===== config.mk =====
export PLATFORM = sky130hd
export DESIGN_NAME = hazard_sched
export DESIGN_NICKNAME = d
export VERILOG_FILES = /design/src/rtl/hazard_sched_pkg.sv /design/src/rtl/hazard_sched_md_busy_cnt.sv /design/src/rtl/hazard_sched.sv
export SDC_FILE = /design/constraint.sdc
export NUM_CORES = 1
export LEC_CHECK = 0
export CAP_MARGIN = 20
export CORE_UTILIZATION = 42
export CTS_CLUSTER_DIAMETER = 40
export DETAILED_ROUTE_END_ITERATION = 6
export HOLD_SLACK_MARGIN = 0.1
export PLACE_DENSITY = 0.87
export SLEW_MARGIN = 20
export SYNTH_ARGS = -nofsm -noshare
export SYNTH_HDL_FRONTEND = slang
export SYNTH_SLANG_ARGS = --single-unit

===== constraint.sdc =====
create_clock -name clk -period 3 [get_ports clk]
set_input_delay 0.6 -clock clk [delete_from_list [all_inputs] [get_ports clk]]
set_output_delay 0.6 -clock clk [all_outputs]
set_load 0.05 [all_outputs]

===== src/rtl/hazard_sched_pkg.sv =====
// Shared definitions for the hazard/scheduling controller of the 5-stage MIPS core.
package hazard_sched_pkg;

   // Encoding of tuse meaning "this source register is not read".
   localparam logic [1:0] TUSE_NONE = 2'd3;

   // Default busy lengths of the multi-cycle mult/div unit.
   localparam int MULT_CYCLES_DEF = 5;
   localparam int DIV_CYCLES_DEF  = 10;

   // Why the front end is stalled this cycle (debug visibility only).
   typedef enum logic [1:0] {
      SR_NONE = 2'd0,
      SR_RS   = 2'd1,
      SR_RT   = 2'd2,
      SR_MD   = 2'd3
   } stall_reason_t;

   // Mult/div sequencer states.
   typedef enum logic {
      MD_IDLE = 1'b0,
      MD_BUSY = 1'b1
   } md_state_t;

endpackage


===== src/rtl/hazard_sched_md_busy_cnt.sv =====
// Mult/div busy sequencer: IDLE/BUSY FSM plus a down-counter of remaining cycles.
// An operation issued from E in cycle t keeps md_busy high for t+1..t+N.
module md_busy_cnt
   import hazard_sched_pkg::*;
#(
   parameter int MULT_CYCLES = MULT_CYCLES_DEF,
   parameter int DIV_CYCLES  = DIV_CYCLES_DEF,
   parameter int CNT_W       = 4
) (
   input  logic             clk,
   input  logic             reset,
   input  logic             md_start_E,
   input  logic             md_is_div_E,
   input  logic             exc_M,
   output logic             md_busy,
   output logic [CNT_W-1:0] md_cnt,
   output md_state_t        dbg_state
);

   localparam logic [CNT_W-1:0] MULT_LD = MULT_CYCLES[CNT_W-1:0];
   localparam logic [CNT_W-1:0] DIV_LD  = DIV_CYCLES[CNT_W-1:0];

   md_state_t        state_q, state_d;
   logic [CNT_W-1:0] cnt_q, cnt_d;
   logic             start_ok;

   // A start that coincides with an exception belongs to a flushed instruction.
   assign start_ok = md_start_E && !exc_M;

   // State and counter registers.
   always_ff @(posedge clk or posedge reset) begin
      if (reset) begin
         state_q <= MD_IDLE;
         cnt_q   <= '0;
      end else begin
         state_q <= state_d;
         cnt_q   <= cnt_d;
      end
   end

   // Next state: load on start (also reloads in BUSY), else count down to idle.
   // An exception alone does not stop a running op; it belongs to a committed instruction.
   always_comb begin
      state_d = state_q;
      cnt_d   = cnt_q;
      if (start_ok) begin
         state_d = MD_BUSY;
         cnt_d   = md_is_div_E ? DIV_LD : MULT_LD;
      end else if (state_q == MD_BUSY) begin
         if (cnt_q == CNT_W'(1)) begin
            state_d = MD_IDLE;
            cnt_d   = '0;
         end else begin
            cnt_d = cnt_q - CNT_W'(1);
         end
      end
   end

   assign md_busy   = (state_q == MD_BUSY);
   assign md_cnt    = cnt_q;
   assign dbg_state = state_q;

endmodule


===== src/rtl/hazard_sched.sv =====
// Hazard and scheduling controller: decides F/D hold, D/E bubble and
// exception flush every cycle, and sequences the mult/div unit.
module hazard_sched
   import hazard_sched_pkg::*;
#(
   parameter int MULT_CYCLES = MULT_CYCLES_DEF,
   parameter int DIV_CYCLES  = DIV_CYCLES_DEF,
   parameter int CNT_W       = 4
) (
   input  logic             clk,
   input  logic             reset,
   input  logic [4:0]       rs_D,
   input  logic [4:0]       rt_D,
   input  logic [1:0]       tuse_rs_D,
   input  logic [1:0]       tuse_rt_D,
   input  logic [4:0]       write_addr_E,
   input  logic             reg_we_E,
   input  logic [1:0]       tnew_E,
   input  logic [4:0]       write_addr_M,
   input  logic             reg_we_M,
   input  logic [1:0]       tnew_M,
   input  logic             md_start_E,
   input  logic             md_is_div_E,
   input  logic             md_use_D,
   input  logic             exc_M,
   output logic             stall_F,
   output logic             stall_D,
   output logic             clr_E,
   output logic             clr_M,
   output logic             flush_D,
   output logic             md_busy,
   output logic [CNT_W-1:0] md_cnt,
   output logic [31:0]      perf_stall_cnt,
   output stall_reason_t    dbg_stall_reason,
   output md_state_t        dbg_md_state
);

   logic        hz_rs, hz_rt, hz_md, stall;
   logic [31:0] perf_cnt_q;

   md_busy_cnt #(
      .MULT_CYCLES (MULT_CYCLES),
      .DIV_CYCLES  (DIV_CYCLES),
      .CNT_W       (CNT_W)
   ) u_md (
      .clk         (clk),
      .reset       (reset),
      .md_start_E  (md_start_E),
      .md_is_div_E (md_is_div_E),
      .exc_M       (exc_M),
      .md_busy     (md_busy),
      .md_cnt      (md_cnt),
      .dbg_state   (dbg_md_state)
   );

   // Source-operand hazards: a producer in E or M whose result arrives later
   // than D needs it. Register 0 and unread operands never stall.
   always_comb begin
      hz_rs = (rs_D != 5'd0) && (tuse_rs_D != TUSE_NONE) &&
              ((reg_we_E && (write_addr_E == rs_D) && (tnew_E > tuse_rs_D)) ||
               (reg_we_M && (write_addr_M == rs_D) && (tnew_M > tuse_rs_D)));
      hz_rt = (rt_D != 5'd0) && (tuse_rt_D != TUSE_NONE) &&
              ((reg_we_E && (write_addr_E == rt_D) && (tnew_E > tuse_rt_D)) ||
               (reg_we_M && (write_addr_M == rt_D) && (tnew_M > tuse_rt_D)));
      hz_md = md_use_D && (md_busy || md_start_E);
   end

   // Flush beats stall so the handler PC gets fetched; everything is quiet in reset.
   always_comb begin
      stall            = (hz_rs || hz_rt || hz_md) && !exc_M && !reset;
      stall_F          = stall;
      stall_D          = stall;
      clr_E            = (stall || exc_M) && !reset;
      clr_M            = exc_M && !reset;
      flush_D          = exc_M && !reset;
      dbg_stall_reason = SR_NONE;
      if (stall) begin
         if (hz_rs)      dbg_stall_reason = SR_RS;
         else if (hz_rt) dbg_stall_reason = SR_RT;
         else            dbg_stall_reason = SR_MD;
      end
   end

   // Saturating count of stalled cycles.
   always_ff @(posedge clk or posedge reset) begin
      if (reset) begin
         perf_cnt_q <= '0;
      end else if (stall && (perf_cnt_q != 32'hFFFF_FFFF)) begin
         perf_cnt_q <= perf_cnt_q + 32'd1;
      end
   end

   assign perf_stall_cnt = perf_cnt_q;

endmodule


==> results of run 1 <==
==> state kept, by name (all words and copies together) (netlist names) <==
name            cells
perf_stall_cnt     32
u_md.md_cnt         4
u_md.dbg_state      1
==> how the worst min path moves through the flow <==
stage	startpoint	end	slack (ns)
after global placement	perf_stall_cnt[21]$_DFFE_PP0P_	perf_stall_cnt[21]$_DFFE_PP0P_	0.48
after global routing	perf_stall_cnt[12]$_DFFE_PP0P_	perf_stall_cnt[12]$_DFFE_PP0P_	0.52
final	perf_stall_cnt[12]$_DFFE_PP0P_	perf_stall_cnt[12]$_DFFE_PP0P_	0.50
after detailed placement	perf_stall_cnt[12]$_DFFE_PP0P_	perf_stall_cnt[12]$_DFFE_PP0P_	0.49
after floorplan	md_is_div_E	u_md.md_cnt[0]$_DFFE_PP0P_	0.69
after CTS	perf_stall_cnt[12]$_DFFE_PP0P_	perf_stall_cnt[12]$_DFFE_PP0P_	0.50
==> metrics by stage <==
step | hold slack, ns | utilization (%) | std cells
final | 0.497 | 69.2 | 427
after global routing | 0.517 | 69.2 | 427
after CTS | 0.504 | 67.8 | 428
after detailed placement | 0.490 | 64.2 | 416
after global placement | 0.479 | 64.2 | 416
after floorplan | 0.690 | - | 255
==> where the power goes <==
part           total [mW]  switching [mW]  internal, mW
clock network       0.334           0.152         0.182
registers           0.646          0.0820         0.564
logic               0.839           0.508         0.332
==> cell type report <==
| class | instances | area (µm²) |
|---|---|---|
| clock buffers | 7 | 86.3 |
| fillers | 406 | 1700 |
| inverters | 14 | 76.3 |
| multi-input cells | 193 | 1600 |
| flip-flops and latches | 37 | 926 |
| well taps | 72 | 90.1 |
| repair buffers | 104 | 1030 |
==> cells by family after synthesis <==
| family | after synthesis | synth area share, % |
|---|---|---|
| simple gates | 110 | 25.1 |
| xor+xnor | 51 | 18.6 |
| flops | 37 | 38.6 |
| buf+inv | 25 | 5.37 |
| compound gates | 17 | 4.85 |
| fa+ha+maj | 11 | 5.73 |
| mux | 4 | 1.77 |
==> layer usage <==
metal / global-route usage, % / part of all wire (%) / vias to the layer above
met5: 0 / 0 / -
met2: 42.4 / 54 / 109
met3: 5.29 / 5.9 / 25
li1: - / - / 1090
met1: 23.8 / 37 / 1133
met4: 10.6 / 3.5 / 0
==> layout by cell type (no fill, tap or decap), types with 8 or more instances in the layout <==
| master | Yosys | layout |
|---|---|---|
| nand2_1 | 18 | 15 |
| nand3_1 | 24 | 22 |
| ha_4 | 0 | 8 |
| nand4_1 | 15 | 15 |
| inv_1 | 14 | 9 |
| buf_4 | 3 | 24 |
| dfrtp_1 | 37 | 37 |
| nor2_1 | 10 | 9 |
| xnor2_1 | 41 | 38 |
| and3_1 | 13 | 13 |
| clkdlybuf4s50_1 | 0 | 43 |
| dlymetal6s2s_1 | 0 | 8 |
| xor2_1 | 10 | 10 |
==> timing repair <==
action,in CTS,in global routing
buffers inserted,6,0
pin swaps,13,29
resized for setup,51,57
endpoints found under the setup margin,37,8
endpoints found under the hold margin,0,0
hold buffers,0,0
==> flow_summary.ini, run 1 <==
[status]
outcome = finished with violations
violations = negative setup slack

[timing]
setup_viol = 5
tns_ns = -0.931
slew_viol_final = 0
tightest_slew_ns = 0.518
max_freq_mhz = 311
skew_ns = 0.00302
period_share_pct = 107
finalHoldViolCount = 0
setup_slack_ns = -0.214
max-slew-margin-rel_pct = 65.4
grt_setup_unrepaired = yes
layout_min_cycle_time_ns = 3.21

[floorplanning]
fp.coreArea_um2 = 5510
die_height_um = 77.6
die_w_um = 77.6
rows = 27
dieArea_um2 = 6020
initial_core_util_pct = 43.6
pin_count = 81

[cts]
clkTransAtPathRegs_ns = 0.06
cts_buffer_depth = 2
clock_sink_count = 37
cts_buffers = 5
clk_latency_ns = 0.27
htreeDepth = 2
cts_root_buf = clkbuf_8
cts_tree = yes

[logic_synthesis]
ys_warn_count = 0
synth_area_leaders = dfrtp_1 (39%), xnor2_1 (15%), ha_1 (5.7%), nand3_1 (5.0%), nand4_1 (3.9%)
ys_seq_area_share_pct = 38.6
syn-instance-count = 255
synth.most_common_cell = xnor2_1
yosys_most_used_dff = dfrtp_1
synth.top_cell.area_share_pct = 38.6
avgSynthCellArea_um2 = 9.42
synth_cell_type_count = 34
synth_seq_cells = 37
synth_common_cells = xnor2_1 (41), dfrtp_1 (37), nand3_1 (24), nand2_1 (18), nand4_1 (15)
synth_nets = 302
synth_edf_count = 0
async_flop_share_pct = 100
synthesis.area_um2 = 2400
synth.largest_area_cell = dfrtp_1

[critical_path]
crit_chain = dlygate4sd2_1 -> xnor2_2 -> nand3_2 -> or4_4 -> a221oi_4 -> or3_4 -> nand2_4 -> a21oi_4 -> buf_12
slowest_delay_ns = 0.54
startpoint_type = input pin
worstSetupPathType = input pin to primary output
cpLargestDelayFamily = simple AND/OR/NAND/NOR gates
cp.required_ns = 2.40
worstPathBufferInverterCount = 2
r2r-start = perf_stall_cnt[0]$_DFFE_PP0P_
crit_end = dbg_stall_reason[0]
startpoint = rt_D[3]
reg2reg_to = perf_stall_cnt[14]$_DFFE_PP0P_
crit_cells = 9
slowest_stage = or4_4
reg2reg_setup_slack_ns = 0.55
cp_max_fo = 3
critPathArrivalTime_ns = 2.61
reg2regPathDepth = 9
critPathCaptureType = primary output

[grt]
antenna_found_initial = 0
overflow = 0
grt_pass1_wl_um = 10800
grt_pass1_vias = 2415
grt_max_degree = 38
grt.total_usage_pct = 22.7

[placement]
pre_cts_ws_ns = -0.618
place.gp.congestion = 0.869
place_hpwl_um = 5010
place_area_um2 = 3530
portBuffers = 80

[routing]
via_per_inst = 5.52
dr.pass1.iters = 4
wire_per_inst_um = 15.8
first_iter_violations = 67
drt_wl_total_um = 6750
vias = 2357
ant_nets = 0
drcViolationCount = 0

[cells_and_area]
drive_above_1_share_pct = 24.8
nets = 402
num_antenna_cells = 0
stdcell_area_um2 = 3810
area_growth_pct = 58.7

[pwr]
power.density_nw_per_um2 = 477
p_leak_nw = 1.66
p_total_mw = 1.82
ir_drop_uv = 375

[job]
drv_cap = 0

[min_path]
min_path_cells = 1
hold_class = flop to flop
Power figures use the tool's default switching activity.
==> run 2: changes to the inputs <==
Settings changed: SETUP_SLACK_MARGIN from default to 0.15.
==> flow_summary.ini, run 2 (synthesis gave the netlist of run 1 again) <==
[timing]
max-slew-margin-rel_pct = 65.3
max_freq_mhz = 306
tightest_slew_ns = 0.519
slew_viol_final = 0
period_share_pct = 109
layout_min_cycle_time_ns = 3.27
setup_viol = 5
tns_ns = -1.10
finalHoldViolCount = 0
setup_slack_ns = -0.265
grt_setup_unrepaired = yes
skew_ns = 0.00661

[min_path]
hold_class = flop to flop
min_path_cells = 1
holdCritStartpoint = perf_stall_cnt[5]$_DFFE_PP0P_
worstHoldEndpoint = perf_stall_cnt[5]$_DFFE_PP0P_

[critical_path]
slowest_delay_ns = 0.45
cp_max_fo = 2
reg2reg_setup_slack_ns = 0.41
reg2regPathDepth = 9
cpMostUsedCell = buf_6
r2r-start = perf_stall_cnt[0]$_DFFE_PP0P_
crit_chain = buf_6 -> buf_6 -> inv_12 -> ha_4 -> nor2b_4 -> o2111ai_2 -> or4_4 -> a221oi_4 -> or3_4 -> nand2_4 -> a21oi_4 -> buf_12
cp.required_ns = 2.40
worstSetupPathType = input pin to primary output
startpoint_type = input pin
critPathCaptureType = primary output
slowest_stage = or4_4
reg2reg_to = perf_stall_cnt[11]$_DFFE_PP0P_
critPathArrivalTime_ns = 2.67

[cells_and_area]
instances_no_fill = 433
num_antenna_cells = 0
final_util_pct = 71.2
area_growth_pct = 63.3
largest_reg_flops = 32
mostFrequentLayoutCells = clkdlybuf4s50_1 (43), xnor2_1 (38), dfrtp_1 (37)
fillers = 385
layout_commonest_cell = clkdlybuf4s50_1
nets = 407
drive_above_1_share_pct = 24.9

[pwr]
power.density_nw_per_um2 = 516
sw_frac_of_total_pct = 37.8
seqPwrFrac_pct = 31.6
ir_drop_uv = 337
intPower_mw = 1.26
p_clk_share_pct = 25.2
switching_power_mw = 0.766
combPwrFrac_pct = 43.2
p_leak_nw = 1.73

[cts]
cts_buffer_depth = 2
clock_sink_count = 37
postCtsHoldBufs = 0
clkTransAtPathRegs_ns = 0.07
cts_buffers = 5
cts_root_buf = clkbuf_8
cts_tree = yes
htreeDepth = 2
clk_latency_ns = 0.29

[placement]
dp.cells = 415
place.gp.congestion = 0.861
place_hpwl_um = 4720
portBuffers = 80

[floorplanning]
initial_core_util_pct = 43.6
die_height_um = 77.6
pin_count = 81
rows = 27
die_w_um = 77.6
dieArea_um2 = 6020
fp.coreArea_um2 = 5510

[routing]
vias = 2354
ant_nets = 0
drt_wl_total_um = 6670
dr.pass1.iters = 4
via_per_inst = 5.44
wire_per_inst_um = 15.4
first_iter_violations = 119
drcViolationCount = 0

[grt]
overflow = 0
grt_pass1_vias = 2302
grt_max_degree = 38
grt.total_usage_pct = 22.7
grt_pass1_wl_um = 10700
antenna_found_initial = 0

[status]
outcome = finished with violations
violations = negative setup slack

[job]
drv_cap = 0
## run 2: cell types whose count changed in the layout (fill, tap and decap cells not counted), sizes merged
cell	before	now
dlygate4sd2	3	15
buf	37	39
bufinv	0	2
clkinv	0	1
dlymetal6s2s	8	6
clkbuf	14	10
clkdlybuf4s15	6	1
## run 2: timing repair
action	CTS	global route
setup buffers	5	3
pin swaps	12	11
gates cloned	1	1
resized for setup	54	32
setup endpoints to repair	37	24
## run 2: final cells by class
class / instances / area (µm²) / area share [%]
clock buffer: 5 / 68.8 / 1.75
sequential: 37 / 926 / 23.6
multi-input combinational: 193 / 1600 / 40.9
clock inverter: 3 / 65.1 / 1.66
inverter: 14 / 71.3 / 1.82
tap: 72 / 90.1 / 2.30
timing repair buffer: 109 / 1100 / 28.0
## run 2: how the worst max path moves through the flow
stage,from,to
finish,tuse_rt_D[1],dbg_stall_reason[0]
global route,tuse_rt_D[1],dbg_stall_reason[0]
CTS,tuse_rt_D[1],dbg_stall_reason[0]
detailed placement,tuse_rt_D[1],dbg_stall_reason[0]
global placement,tuse_rt_D[1],dbg_stall_reason[1]
floorplan,tuse_rt_D[1],stall_F
## run 2: critical path: cells and delay by family
kind / cells / cell delay [ns]
adder cells (fa/ha/maj): 1 / 0.26
buffers and inverters: 4 / 0.37
AND/OR/NAND/NOR: 4 / 0.86
AO/OA/AOI/OAI: 3 / 0.56
## run 2: power groups by stage
stage | Clock [mW] | Combinational, mW | Sequential (mW)
6_report | 0.510 | 0.875 | 0.639
3_5_place_dp | 0 | 0.800 | 0.647
3_3_place_gp | 0 | 0.784 | 0.646
2_1_floorplan | 0 | 0.303 | 0.858
5_1_grt | 0.544 | 0.932 | 0.651
4_1_cts | 0.512 | 0.846 | 0.638
## run 2: stage by stage
step | power, mW | hold WS (ns) | area, µm² | setup slack, ns
final | 2.02 | 0.505 | 3920 | -0.265
after detailed placement | 1.45 | 0.490 | 3530 | -0.648
after global routing | 2.13 | 0.519 | 3920 | -0.388
after global placement | 1.43 | 0.479 | 3530 | -0.581
after floorplan | 1.16 | 0.690 | 2530 | -0.307
after CTS | 2.00 | 0.510 | 3800 | -0.330
## run 2: per-layer routing
layer  routed length [µm]  part of all wire (%)  vias up  GRT usage, %
met3                  373                   5.6       18          5.29
met5                    0                     0        -             0
li1                     -                     -     1102             -
met4                  184                   2.8        0          9.62
met2                 3550                    53      113          40.8
met1                 2560                    38     1121          25.5
==> run 3: changes to the inputs <==
Settings changed: ABC_AREA from default to 0.
==> results of run 3 <==
Final layout, timing and power as in run 2 (identical DEF).
